## src/rtl/mem_stage_pkg.sv

```systemverilog
// Shared types and helpers for the handshaked memory stage.
package mem_stage_pkg;

    typedef enum logic [1:0] {
        MEM_NONE  = 2'd0,
        MEM_LOAD  = 2'd1,
        MEM_STORE = 2'd2
    } mem_op_e;

    // width_src[1:0] is log2 of the access size in bytes; width_src[2] selects zero-extension
    localparam logic [1:0] SZ_BYTE  = 2'd0;
    localparam logic [1:0] SZ_HALF  = 2'd1;
    localparam logic [1:0] SZ_WORD  = 2'd2;
    localparam logic [1:0] SZ_DWORD = 2'd3;
    localparam int unsigned WIDTH_UNSIGNED_BIT = 2;

    typedef enum logic [2:0] {
        ST_EMPTY = 3'd0,
        ST_REQ   = 3'd1,
        ST_WAIT  = 3'd2,
        ST_FULL  = 3'd3,
        ST_DRAIN = 3'd4
    } state_e;

    function automatic int unsigned off_width(int unsigned xlen);
        return $clog2(xlen / 8);
    endfunction

    // A doubleword access on a 32-bit datapath degrades to a word access.
    function automatic logic [1:0] eff_size(logic [1:0] sz, int unsigned xlen);
        if (xlen == 32 && sz == SZ_DWORD) return SZ_WORD;
        return sz;
    endfunction

endpackage

```

## src/rtl/load_align.sv

```systemverilog
// Shifts a load response down to its byte lane and sign/zero-extends it to XLEN.
module load_align
    import mem_stage_pkg::*;
#(
    parameter  int unsigned XLEN  = 32,
    localparam int unsigned OFF_W = off_width(XLEN)
) (
    input  logic [XLEN-1:0]  rsp_data,
    input  logic [OFF_W-1:0] off,
    input  logic [2:0]       width,
    output logic [XLEN-1:0]  result_c
);

    logic [XLEN-1:0] shifted;
    logic [XLEN-1:0] mask;
    logic [1:0]      size;
    logic            sign;

    always_comb begin
        shifted = rsp_data >> {off, 3'b000};
        size    = eff_size(width[1:0], XLEN);
        mask    = '1;
        sign    = shifted[XLEN-1];
        case (size)
            SZ_BYTE: begin mask = XLEN'(8'hFF);         sign = shifted[7];  end
            SZ_HALF: begin mask = XLEN'(16'hFFFF);      sign = shifted[15]; end
            SZ_WORD: begin mask = XLEN'(32'hFFFF_FFFF); sign = shifted[31]; end
            default: begin mask = '1;                   sign = shifted[XLEN-1]; end
        endcase
        result_c = (shifted & mask) |
                   ((sign & ~width[WIDTH_UNSIGNED_BIT]) ? ~mask : '0);
    end

endmodule

```

## src/rtl/memory_stage_hs.sv

```systemverilog
// One-entry memory pipeline stage with valid/ready execute, memory and writeback ports.
module memory_stage_hs
    import mem_stage_pkg::*;
#(
    parameter  int unsigned XLEN  = 32,
    parameter  int unsigned SB_W  = 64,
    localparam int unsigned BE_W  = XLEN / 8
) (
    input  logic              clk_i,
    input  logic              reset_n_i,
    input  logic              flush_i,
    input  logic              valid_e_i,
    output logic              ready_e_o,
    input  logic [XLEN-1:0]   addr_e_i,
    input  logic [XLEN-1:0]   wdata_e_i,
    input  logic [XLEN-1:0]   result_e_i,
    input  logic [4:0]        rd_e_i,
    input  logic              reg_write_e_i,
    input  logic [1:0]        mem_op_e_i,
    input  logic [2:0]        width_src_e_i,
    input  logic [SB_W-1:0]   sideband_e_i,
    output logic              mem_req_valid_o,
    input  logic              mem_req_ready_i,
    output logic              mem_we_o,
    output logic [XLEN-1:0]   mem_addr_o,
    output logic [BE_W-1:0]   mem_be_o,
    output logic [XLEN-1:0]   mem_wdata_o,
    input  logic              mem_rsp_valid_i,
    input  logic [XLEN-1:0]   mem_rsp_data_i,
    output logic              valid_m_o,
    input  logic              ready_w_i,
    output logic [XLEN-1:0]   result_m_o,
    output logic [4:0]        rd_m_o,
    output logic              forward_valid_m_o,
    output logic [SB_W-1:0]   sideband_m_o
);

    localparam int unsigned OFF_W = off_width(XLEN);
    localparam int unsigned BE2_W = 2 * BE_W;

    state_e            state, state_nxt, entry_state;
    logic [OFF_W-1:0]  off_q, off_in;
    logic [2:0]        width_q;
    logic              reg_write_q, we_q;
    logic [4:0]        rd_q;
    logic [XLEN-1:0]   result_q, addr_q, wdata_q, wdata_in, load_result_c;
    logic [BE_W-1:0]   be_q, be_in;
    logic [BE2_W-1:0]  be_base, be_wide;
    logic [1:0]        size_in;
    logic [SB_W-1:0]   sideband_q;
    logic              accept, req_fire, is_mem_in, occupied;

    assign ready_e_o = reset_n_i & ~flush_i &
                       ((state == ST_EMPTY) | ((state == ST_FULL) & ready_w_i));
    assign accept          = valid_e_i & ready_e_o;
    assign mem_req_valid_o = reset_n_i & ~flush_i & (state == ST_REQ);
    assign req_fire        = mem_req_valid_o & mem_req_ready_i;
    assign is_mem_in       = (mem_op_e_i == MEM_LOAD) | (mem_op_e_i == MEM_STORE);
    assign entry_state     = is_mem_in ? ST_REQ : ST_FULL;

    // Store byte enables and lane-replicated write data for the incoming entry
    always_comb begin
        size_in = eff_size(width_src_e_i[1:0], XLEN);
        off_in  = addr_e_i[OFF_W-1:0];
        case (size_in)
            SZ_BYTE: be_base = BE2_W'(1'b1);
            SZ_HALF: be_base = BE2_W'(2'b11);
            SZ_WORD: be_base = BE2_W'(4'hF);
            default: be_base = BE2_W'(8'hFF);
        endcase
        be_wide = be_base << off_in;
        be_in   = be_wide[BE_W-1:0];
        for (int unsigned i = 0; i < BE_W; i++) begin
            wdata_in[8*i +: 8] = wdata_e_i[8*(i & ((32'd1 << size_in) - 32'd1)) +: 8];
        end
    end

    always_comb begin
        state_nxt = state;
        case (state)
            ST_EMPTY: if (accept) state_nxt = entry_state;
            ST_REQ: begin
                if (flush_i)       state_nxt = ST_EMPTY;
                else if (req_fire) state_nxt = we_q ? ST_FULL : ST_WAIT;
            end
            ST_WAIT: begin
                if (flush_i)              state_nxt = mem_rsp_valid_i ? ST_EMPTY : ST_DRAIN;
                else if (mem_rsp_valid_i) state_nxt = ST_FULL;
            end
            ST_DRAIN: if (mem_rsp_valid_i) state_nxt = ST_EMPTY;
            ST_FULL: begin
                if (flush_i)        state_nxt = ST_EMPTY;
                else if (ready_w_i) state_nxt = accept ? entry_state : ST_EMPTY;
            end
            default: state_nxt = ST_EMPTY;
        endcase
    end

    always_ff @(posedge clk_i) begin
        if (!reset_n_i) begin
            state       <= ST_EMPTY;
            off_q       <= '0;
            width_q     <= '0;
            reg_write_q <= 1'b0;
            we_q        <= 1'b0;
            rd_q        <= '0;
            result_q    <= '0;
            addr_q      <= '0;
            wdata_q     <= '0;
            be_q        <= '0;
            sideband_q  <= '0;
        end else begin
            state <= state_nxt;
            if (accept) begin
                off_q       <= off_in;
                width_q     <= width_src_e_i;
                reg_write_q <= reg_write_e_i;
                we_q        <= (mem_op_e_i == MEM_STORE);
                rd_q        <= rd_e_i;
                result_q    <= result_e_i;
                addr_q      <= {addr_e_i[XLEN-1:OFF_W], OFF_W'(0)};
                wdata_q     <= wdata_in;
                be_q        <= be_in;
                sideband_q  <= sideband_e_i;
            end else if (state == ST_WAIT && mem_rsp_valid_i && !flush_i) begin
                result_q <= load_result_c;
            end
        end
    end

    load_align #(.XLEN(XLEN)) u_load_align (
        .rsp_data (mem_rsp_data_i),
        .off      (off_q),
        .width    (width_q),
        .result_c (load_result_c)
    );

    assign occupied          = (state == ST_REQ) | (state == ST_WAIT) | (state == ST_FULL);
    assign mem_we_o          = we_q;
    assign mem_addr_o        = addr_q;
    assign mem_be_o          = be_q;
    assign mem_wdata_o       = wdata_q;
    assign valid_m_o         = (state == ST_FULL);
    assign forward_valid_m_o = (state == ST_FULL);
    assign result_m_o        = result_q;
    assign rd_m_o            = (occupied & reg_write_q) ? rd_q : 5'd0;
    assign sideband_m_o      = sideband_q;

endmodule
```

## config.mk

```make
export PLATFORM = sky130hd
export DESIGN_NAME = memory_stage_hs
export DESIGN_NICKNAME = d
export VERILOG_FILES = /design/src/rtl/mem_stage_pkg.sv /design/src/rtl/load_align.sv /design/src/rtl/memory_stage_hs.sv
export SDC_FILE = /design/constraint.sdc
export NUM_CORES = 1
export LEC_CHECK = 0
export CAP_MARGIN = 20
export CELL_PAD_IN_SITES_DETAIL_PLACEMENT = 0
export CELL_PAD_IN_SITES_GLOBAL_PLACEMENT = 2
export CORE_MARGIN = 3
export CORE_UTILIZATION = 23
export DETAILED_ROUTE_END_ITERATION = 7
export MAX_ROUTING_LAYER = met4
export PLACE_DENSITY_LB_ADDON = 0.08
export SLEW_MARGIN = 20
export SYNTH_ARGS = -nofsm -noshare
export SYNTH_HDL_FRONTEND = slang
export SYNTH_SLANG_ARGS = --single-unit
```

## constraint.sdc

```tcl
create_clock -name clk_i -period 3.3 [get_ports clk_i]
set_input_delay 0.99 -clock clk_i [delete_from_list [all_inputs] [get_ports clk_i]]
set_output_delay 0.99 -clock clk_i [all_outputs]
set_load 0.05 [all_outputs]
```

Word level (Yosys, flattened, before mapping)
Cells that the tools add are included.

word-level totals
  register bits after elaboration = 177
  output and inout port bits = 174
  word-level logic and storage cells = 85
  input port bits = 210

operators by class
  reductions and logical operators = 8
  bitwise operators = 17
  shift-type cells = 6
  eq/ne operators = 16
  add/subtract/negate cells = 1
  multiplexer cells = 26

operator list
  kind                                                             count
  32-bit two-way mux                                               3
  32-bit one-hot mux with 2 select lines                           1
  32-bit by 6-bit indexed part select with 8-bit output            2
  32-bit bitwise AND                                               1
  32-bit NOT                                                       1
  32-bit bitwise OR                                                1
  32-bit by 5-bit indexed part select with 8-bit output            1
  32-bit by 5-bit right shift with 32-bit output                   1
  3-bit two-way mux                                                9
  8-bit one-hot mux with 3 select lines                            1
  3-bit one-hot mux with 5 select lines                            1
  2-bit two-way mux                                                6
  3-bit inequality test, second input constant                     3
  1-bit bitwise AND                                                8
  2-bit == test, second input constant                             4
  8-bit by 2-bit left shift with 4-bit output                      1
  2-bit by 1-bit == test with 1-bit output, second input constant  3
  3-bit by 2-bit == test with 1-bit output, second input constant  2
  5-bit two-way mux                                                1
  5-bit AND reduction                                              1
  2-bit zero test                                                  2
  2-bit inequality test, second input constant                     2
  1-bit bitwise OR                                                 4
  3-bit by 1-bit == test with 1-bit output, second input constant  1
  10 further kinds                                                 14

Logic depth before layout (Yosys ltp)
Gate-level depths: netlist of run 1.

  depth in word-level cells = 10
  mapped depth = 8
  depth with buffers taken out = 6

Modules after synthesis
From an unflattened synthesis of run 1, not the netlist that was laid out.

unflattened totals
  cells, all modules = 983
  area, all modules = 7,968.9 µm²

modules (own cells, without submodules)
  module           area each (µm²)  times used  sequential area each (µm²)  cells each
  memory_stage_hs  7,044.3          1           3,543.4                     859
  load_align       924.6            1           0.0                         124

Least setup slack after synthesis of run 1
OpenSTA, ideal clock, no wires.

  path kind = input port to output port
  start = input port flush_i
  end = output port mem_req_valid_o
  data arrival time = 2,805 ps
  stages = 3
  buffers on the path = 1
  data required time = 2,310 ps
  slack = -495 ps
  path through = buf_4 or3b_2 nor3b_1

between the ends
  cells in the longest elaborated chain, start to end = 3

RTL lines
  element                         line                   source
  from (decl)                     memory_stage_hs.sv:11  input logic flush_i,
  1-bit NOT                       memory_stage_hs.sv:56  assign mem_req_valid_o = reset_n_i & ~flush_i & (state == ST_REQ);
  1-bit bitwise AND (2 in a row)  memory_stage_hs.sv:56
  to (decl)                       memory_stage_hs.sv:22  output logic mem_req_valid_o,

No other way between the ends.

Final worst setup path of run 1
Same ends and word-level chain as after synthesis.

==> flow_metrics.tcl, run 1 <==
set metrics [dict create \
    crit_required_ps 2310 \
    cts-hold-fix-buffers 0 \
    placed_area_um2 12000 \
    final_util 0.387 \
    num-nets-final 1507 \
    syn_to_final_growth_pct 65.6 \
    clock_skew_ps 6.09 \
    layout-drive-gt1-share 0.0642 \
    tns_ps 0 \
    min_path_type "reg2reg" \
    cp-start-kind "primary input" \
    fin_cells 1756 \
    synthTopCellsByArea "dfxtp_1 46%, nand2_1 14%, a21oi_1 9.2%, mux2i_1 4.7%, nor2_1 2.6%" \
    leakage_nw 4.27 \
    initial_utilization 0.234 \
    grt_pass1_vias 7759 \
    grt_pass1_wl_mm 47.4 \
    ant_nets 0 \
    rows 66 \
    cp_max_fo 4 \
    preCtsSetupSlack_ps -98.2 \
    netlist_area_um2 7620 \
    maxCapViolCount 0 \
    ios 384 \
    hold_slack_ps 450 \
    netlist_instances 951 \
    die-area_um2 35400 \
    gp_congestion 0.792 \
    arrival_ps 2220 \
    cts.sinks 177 \
    fin_crit_sh 0.972 \
    power.density_nw_per_um2 543 \
    fmax_mhz 312 \
    setup_violations 0 \
    vias 7899 \
    cts_root_buf "clkbuf_16" \
    post-route-worst-setup-slack_ps 92.9 \
    first_iter_violations 327 \
    worstSkewPairLatency_ps 440 \
    synth_seq_area_share 0.465 \
    core-area_um2 32600 \
    cts_buffers 17 \
    synth_ff_type "dfxtp_1" \
    grt_start_max_net_pins 60 \
    cts_tree "done" \
    finalInstanceArea_um2 12600 \
    fin_crit_ps 3210 \
    worst_pin_slew_ps 665 \
    ys_types 51 \
    antenna_found_initial 5 \
    yosysTopAreaCellShare 0.465 \
    wl_per_cell_um 18.0 \
    critPathKind "in2out" \
    cts_buffer_depth 2 \
    run_status "completed" \
    grtUsageTotal 0.179 \
    h-tree-depth 4 \
    die_h_um 188 \
    routed_wl_mm 31.6 \
    die_width_um 188 \
    dp.cells 1718 \
    slew_headroom 0.555 \
    ys_ff_latch 177 \
    synth_edf_count 0 \
    portBuffers 381 \
    yosys_warnings 0 \
    irDropWorstVdd_mv 0.357 \
    final_hold_viol_count 0 \
    rsz0062_at_grt "false" \
    grt-ovfl-total 0 \
    end_kind "output pin" \
    drtPass1Iterations 6 \
    slew_viol_final 0 \
    route.detailed.drc 0 \
    viasPerCell 4.50 \
    p_total_mw 6.85 \
    syn_avg_cell_area_um2 8.02 \
    async_flop_share 0 \
    dpl.hpwl_mm 22.4 \
    synth_top_area_cell "dfxtp_1" \
    clk_pin_slew_ps 60 \
]
worst max-delay path: stages:
cell	delay, ps
clkdlybuf4s50_1	420
or3b_4	410
nor3b_4	230
buf_12	160
layout make-up:
| type | count | area [µm²] |
|---|---|---|
| multi-input combinational | 686 | 3660 |
| clock buffer | 21 | 460 |
| timing repair buffer | 410 | 4250 |
| antenna | 5 | 12.5 |
| fill | 3435 | 20000 |
| clock inverter | 11 | 128 |
| tap | 442 | 553 |
| sequential | 177 | 3540 |
| inverter | 4 | 17.5 |
what timing repair did:
| item | CTS | global route |
|---|---|---|
| pin swaps | 0 | 1 |
| endpoints found under the hold margin | 0 | 0 |
| setup buffers | 0 | 0 |
| resized for setup | 1 | 1 |
| endpoints found under the setup margin | 2 | 1 |
worst paths after layout:
kind              startpoint         endpoint  slack [ps]  cells past startpoint
setup / recovery     flush_i  mem_req_valid_o          90                      4
hold / removal       rd_q[4]          rd_q[4]         450                      2
setup reg to reg    off_q[1]   result_m_o[10]        1050                      5
hold reg to reg      rd_q[4]          rd_q[4]         450                      2
state kept, by name, summed over array words and instances, names as in the netlist:
register,cells
result_m_o,32
state,3
reg_write_q,1
off_q,2
width_q,3
rd_q,5
mem_we_o,1
mem_addr_o,30
sideband_m_o,64
mem_wdata_o,32
mem_be_o,4
cell usage in the layout, fill, tap and decap left out, types with 3 or more instances in the layout:
| cell | instances |
|---|---|
| clkdlybuf4s50_1 | 373 |
| nand2_1 | 291 |
| dfxtp_1 | 177 |
| a21oi_1 | 140 |
| nor2_1 | 52 |
| mux2i_1 | 36 |
| o21ai_0 | 31 |
| buf_12 | 18 |
| clkbuf_16 | 17 |
| buf_4 | 17 |
| a221oi_1 | 13 |
| o211ai_1 | 12 |
| nor3_1 | 10 |
| a211oi_1 | 10 |
| a311oi_1 | 9 |
| o32ai_1 | 8 |
| o2bb2ai_1 | 7 |
| and2_1 | 6 |
| diode_2 | 5 |
| nor2b_1 | 5 |
| nand3_1 | 5 |
| mux2_2 | 4 |
| a31oi_1 | 4 |
| nor3b_1 | 3 |
| nand2b_1 | 3 |
| a221oi_2 | 3 |
| a211o_1 | 3 |
| a32oi_1 | 3 |
| clkinv_2 | 3 |
| inv_6 | 3 |
layer usage:
metal,track usage,share of wire
met5,-,0
met2,0.272,0.45
met3,0.0699,0.095
met1,0.218,0.44
met4,0.0545,0.018
synth_stat cells (2+ instances only):
library cell  instances
a211o_1               3
a211oi_1             10
a21oi_1             140
a221oi_1             13
a221oi_2              3
a311oi_1              9
a31oi_1               4
a32oi_1               3
and2_1                6
buf_1                 2
buf_2                29
buf_4                17
buf_6                 2
clkbuf_1             35
dfxtp_1             177
inv_1                 3
mux2_2                4
mux2i_1              36
nand2_1             291
nand2b_1              3
nand3_1               5
nor2_1               52
nor2b_1               5
nor3_1               10
nor3b_1               4
o2111ai_1             2
o211ai_1             12
o21ai_0              31
o22ai_1               2
o2bb2ai_1             7
o32ai_1               8
o41ai_4               2
or3_1                 2
or3b_2                2
logic make-up after synthesis:
group	after synthesis	share of synthesized area
simple gates	387	0.208
compound gates	255	0.210
flops	177	0.465
buf+inv	89	0.0589
mux	41	0.0561
fa+ha+maj	1	0.00164
other cells	1	0.000492
power breakdown:
part | internal, mW | total [mW] | switching [mW]
Clock | 1.17 | 2.09 | 0.925
Combinational | 0.900 | 2.30 | 1.40
Sequential | 2.34 | 2.46 | 0.127
Power figures use the tool's default switching activity.
==> inputs of run 2 (changes only) <==
--- a/config.mk
+++ b/config.mk
@@ -8,12 +8,13 @@
 export CAP_MARGIN = 20
 export CELL_PAD_IN_SITES_DETAIL_PLACEMENT = 0
 export CELL_PAD_IN_SITES_GLOBAL_PLACEMENT = 2
+export CORE_ASPECT_RATIO = 0.8
 export CORE_MARGIN = 3
 export CORE_UTILIZATION = 23
 export DETAILED_ROUTE_END_ITERATION = 7
 export MAX_ROUTING_LAYER = met4
 export PLACE_DENSITY_LB_ADDON = 0.08
-export SLEW_MARGIN = 20
+export SLEW_MARGIN = 40
 export SYNTH_ARGS = -nofsm -noshare
 export SYNTH_HDL_FRONTEND = slang
 export SYNTH_SLANG_ARGS = --single-unit
==> run 2 against run 1 <==
Setup slack worse by 6.6 ps; core utilization grew 0.70 points; die area is essentially flat; total power increased by 0.89%; count of clock-buffer cells in the layout shrank 1; critical path type unchanged; critical endpoint unchanged.
==> flow_metrics.tcl, run 2 (synthesis gave the netlist of run 1 again) <==
set metrics [dict create \
    syn_to_final_growth_pct 65.4 \
    initial_utilization 0.238 \
    grt_start_max_net_pins 52 \
    worst_pin_slew_ps 728 \
    fin_crit_ps 3210 \
    die-area_um2 35400 \
    final_common_cell "clkdlybuf4s50_1" \
    post-route-worst-setup-slack_ps 86.4 \
    crit_required_ps 2310 \
    final_cell_mix "373 x clkdlybuf4s50_1, 291 x nand2_1, 177 x dfxtp_1" \
    p_total_mw 6.91 \
    final_hold_viol_count 0 \
    leakage_nw 4.29 \
    cts.sinks 177 \
    fmax_mhz 311 \
    vias 7902 \
    antenna_found_initial 3 \
    grtUsageTotal 0.185 \
    die_h_um 169 \
    tns_ps 0 \
    irDropWorstVdd_mv 0.327 \
    run_status "completed" \
    layout-drive-gt1-share 0.0655 \
    preCtsSetupSlack_ps -84.0 \
    routed_wl_mm 32.9 \
    ant_nets 0 \
    portBuffers 381 \
    ios 384 \
    grt-ovfl-total 0 \
    worstSkewPairLatency_ps 430 \
    wl_per_cell_um 19.0 \
    setup_violations 0 \
    rows 58 \
    largest_reg_flops 64 \
    drtPass1Iterations 4 \
    grt_pass1_vias 7913 \
    slew_viol_final 0 \
    arrival_ps 2220 \
    route.detailed.drc 0 \
    cts_tree "done" \
    clk_pin_slew_ps 70 \
    cts_root_buf "clkbuf_16" \
    r2r_setup_slack_ps 980 \
    critPathKind "in2out" \
    core-area_um2 32000 \
    cts_buffer_depth 2 \
    first_iter_violations 320 \
    num-nets-final 1510 \
    cp_max_fo 4 \
    rsz0062_at_grt "false" \
    dpl.hpwl_mm 23.9 \
    end_kind "output pin" \
    slew_headroom 0.513 \
    final_util 0.394 \
    die_width_um 210 \
    cts_buffers 17 \
    gp_congestion 0.783 \
    viasPerCell 4.55 \
    clock_skew_ps 9.59 \
    hold_slack_ps 449 \
    fin_crit_sh 0.974 \
    fillers 3377 \
    cp-start-kind "primary input" \
    h-tree-depth 4 \
    power.density_nw_per_um2 548 \
    grt_pass1_wl_mm 49.2 \
    maxCapViolCount 0 \
    min_path_type "reg2reg" \
    cts_setup_buffers 0 \
]
-- run 2: cell types whose count changed in the layout (fill, tap and decap cells not counted), sizes merged --
cell / delta
bufinv: +1
inv: -1
buf: +3
clkbuf: -1
diode: -1
clkinv: +2
clkinvlp: -1
-- run 2: power breakdown --
part           internal, mW  total [mW]  switching [mW]
Combinational         0.907        2.32            1.42
Sequential             2.34        2.46           0.125
Clock                  1.20        2.13           0.928
-- run 2: layout make-up --
type	instances	area, µm²	area share
Timing Repair Buffer	413	4250	0.337
Multi-Input combinational cell	686	3660	0.290
Sequential cell	177	3540	0.281
Tap cell	420	526	0.0417
Clock buffer	20	437	0.0346
Clock inverter	12	158	0.0125
Inverter	4	20.0	0.00159
Antenna cell	4	10.0	0.000794
-- run 2: layer usage --
| metal | global-route usage | vias up | part of all wire |
|---|---|---|---|
| li1 | - | 3959 | - |
| met1 | 0.238 | 3678 | 0.46 |
| met2 | 0.280 | 245 | 0.45 |
| met3 | 0.0678 | 20 | 0.085 |
| met4 | 0.0387 | 0 | 0.011 |
| met5 | - | - | 0 |
-- run 2: critical path, stage by stage --
cell	delay (ps)
clkdlybuf4s50_1	430
or3b_4	420
nor3b_4	220
buf_12	160
-- run 2: worst paths after layout --
path	start	endpoint	cells past startpoint
worst max register to register	state[1]	result_m_o[16]	6
worst max-delay path	flush_i	mem_req_valid_o	4
worst min register to register	rd_q[1]	rd_q[1]	2
worst min-delay path	rd_q[1]	rd_q[1]	2
-- run 2: metrics by stage --
| stage | area (µm²) | cells |
|---|---|---|
| floorplan | 7640 | 952 |
| global placement | 12000 | 1698 |
| detailed placement | 12000 | 1700 |
| CTS | 12600 | 1732 |
| global route | 12600 | 1735 |
| finish | 12600 | 1736 |
-- run 2: repair_timing --
| action | in CTS | in global routing |
|---|---|---|
| pin swaps | 0 | 1 |
| resized for setup | 1 | 1 |
| endpoints found under the setup margin | 2 | 1 |
| hold buffers | 0 | 0 |
==> inputs of run 3 (changes only) <==
--- a/config.mk
+++ b/config.mk
@@ -11,6 +11,7 @@
 export CORE_ASPECT_RATIO = 0.8
 export CORE_MARGIN = 3
 export CORE_UTILIZATION = 23
+export CTS_CLUSTER_DIAMETER = 200
 export DETAILED_ROUTE_END_ITERATION = 7
 export MAX_ROUTING_LAYER = met4
 export PLACE_DENSITY_LB_ADDON = 0.08
==> results of run 3 <==
The final DEF is identical to that of run 2; final timing and power are the same.
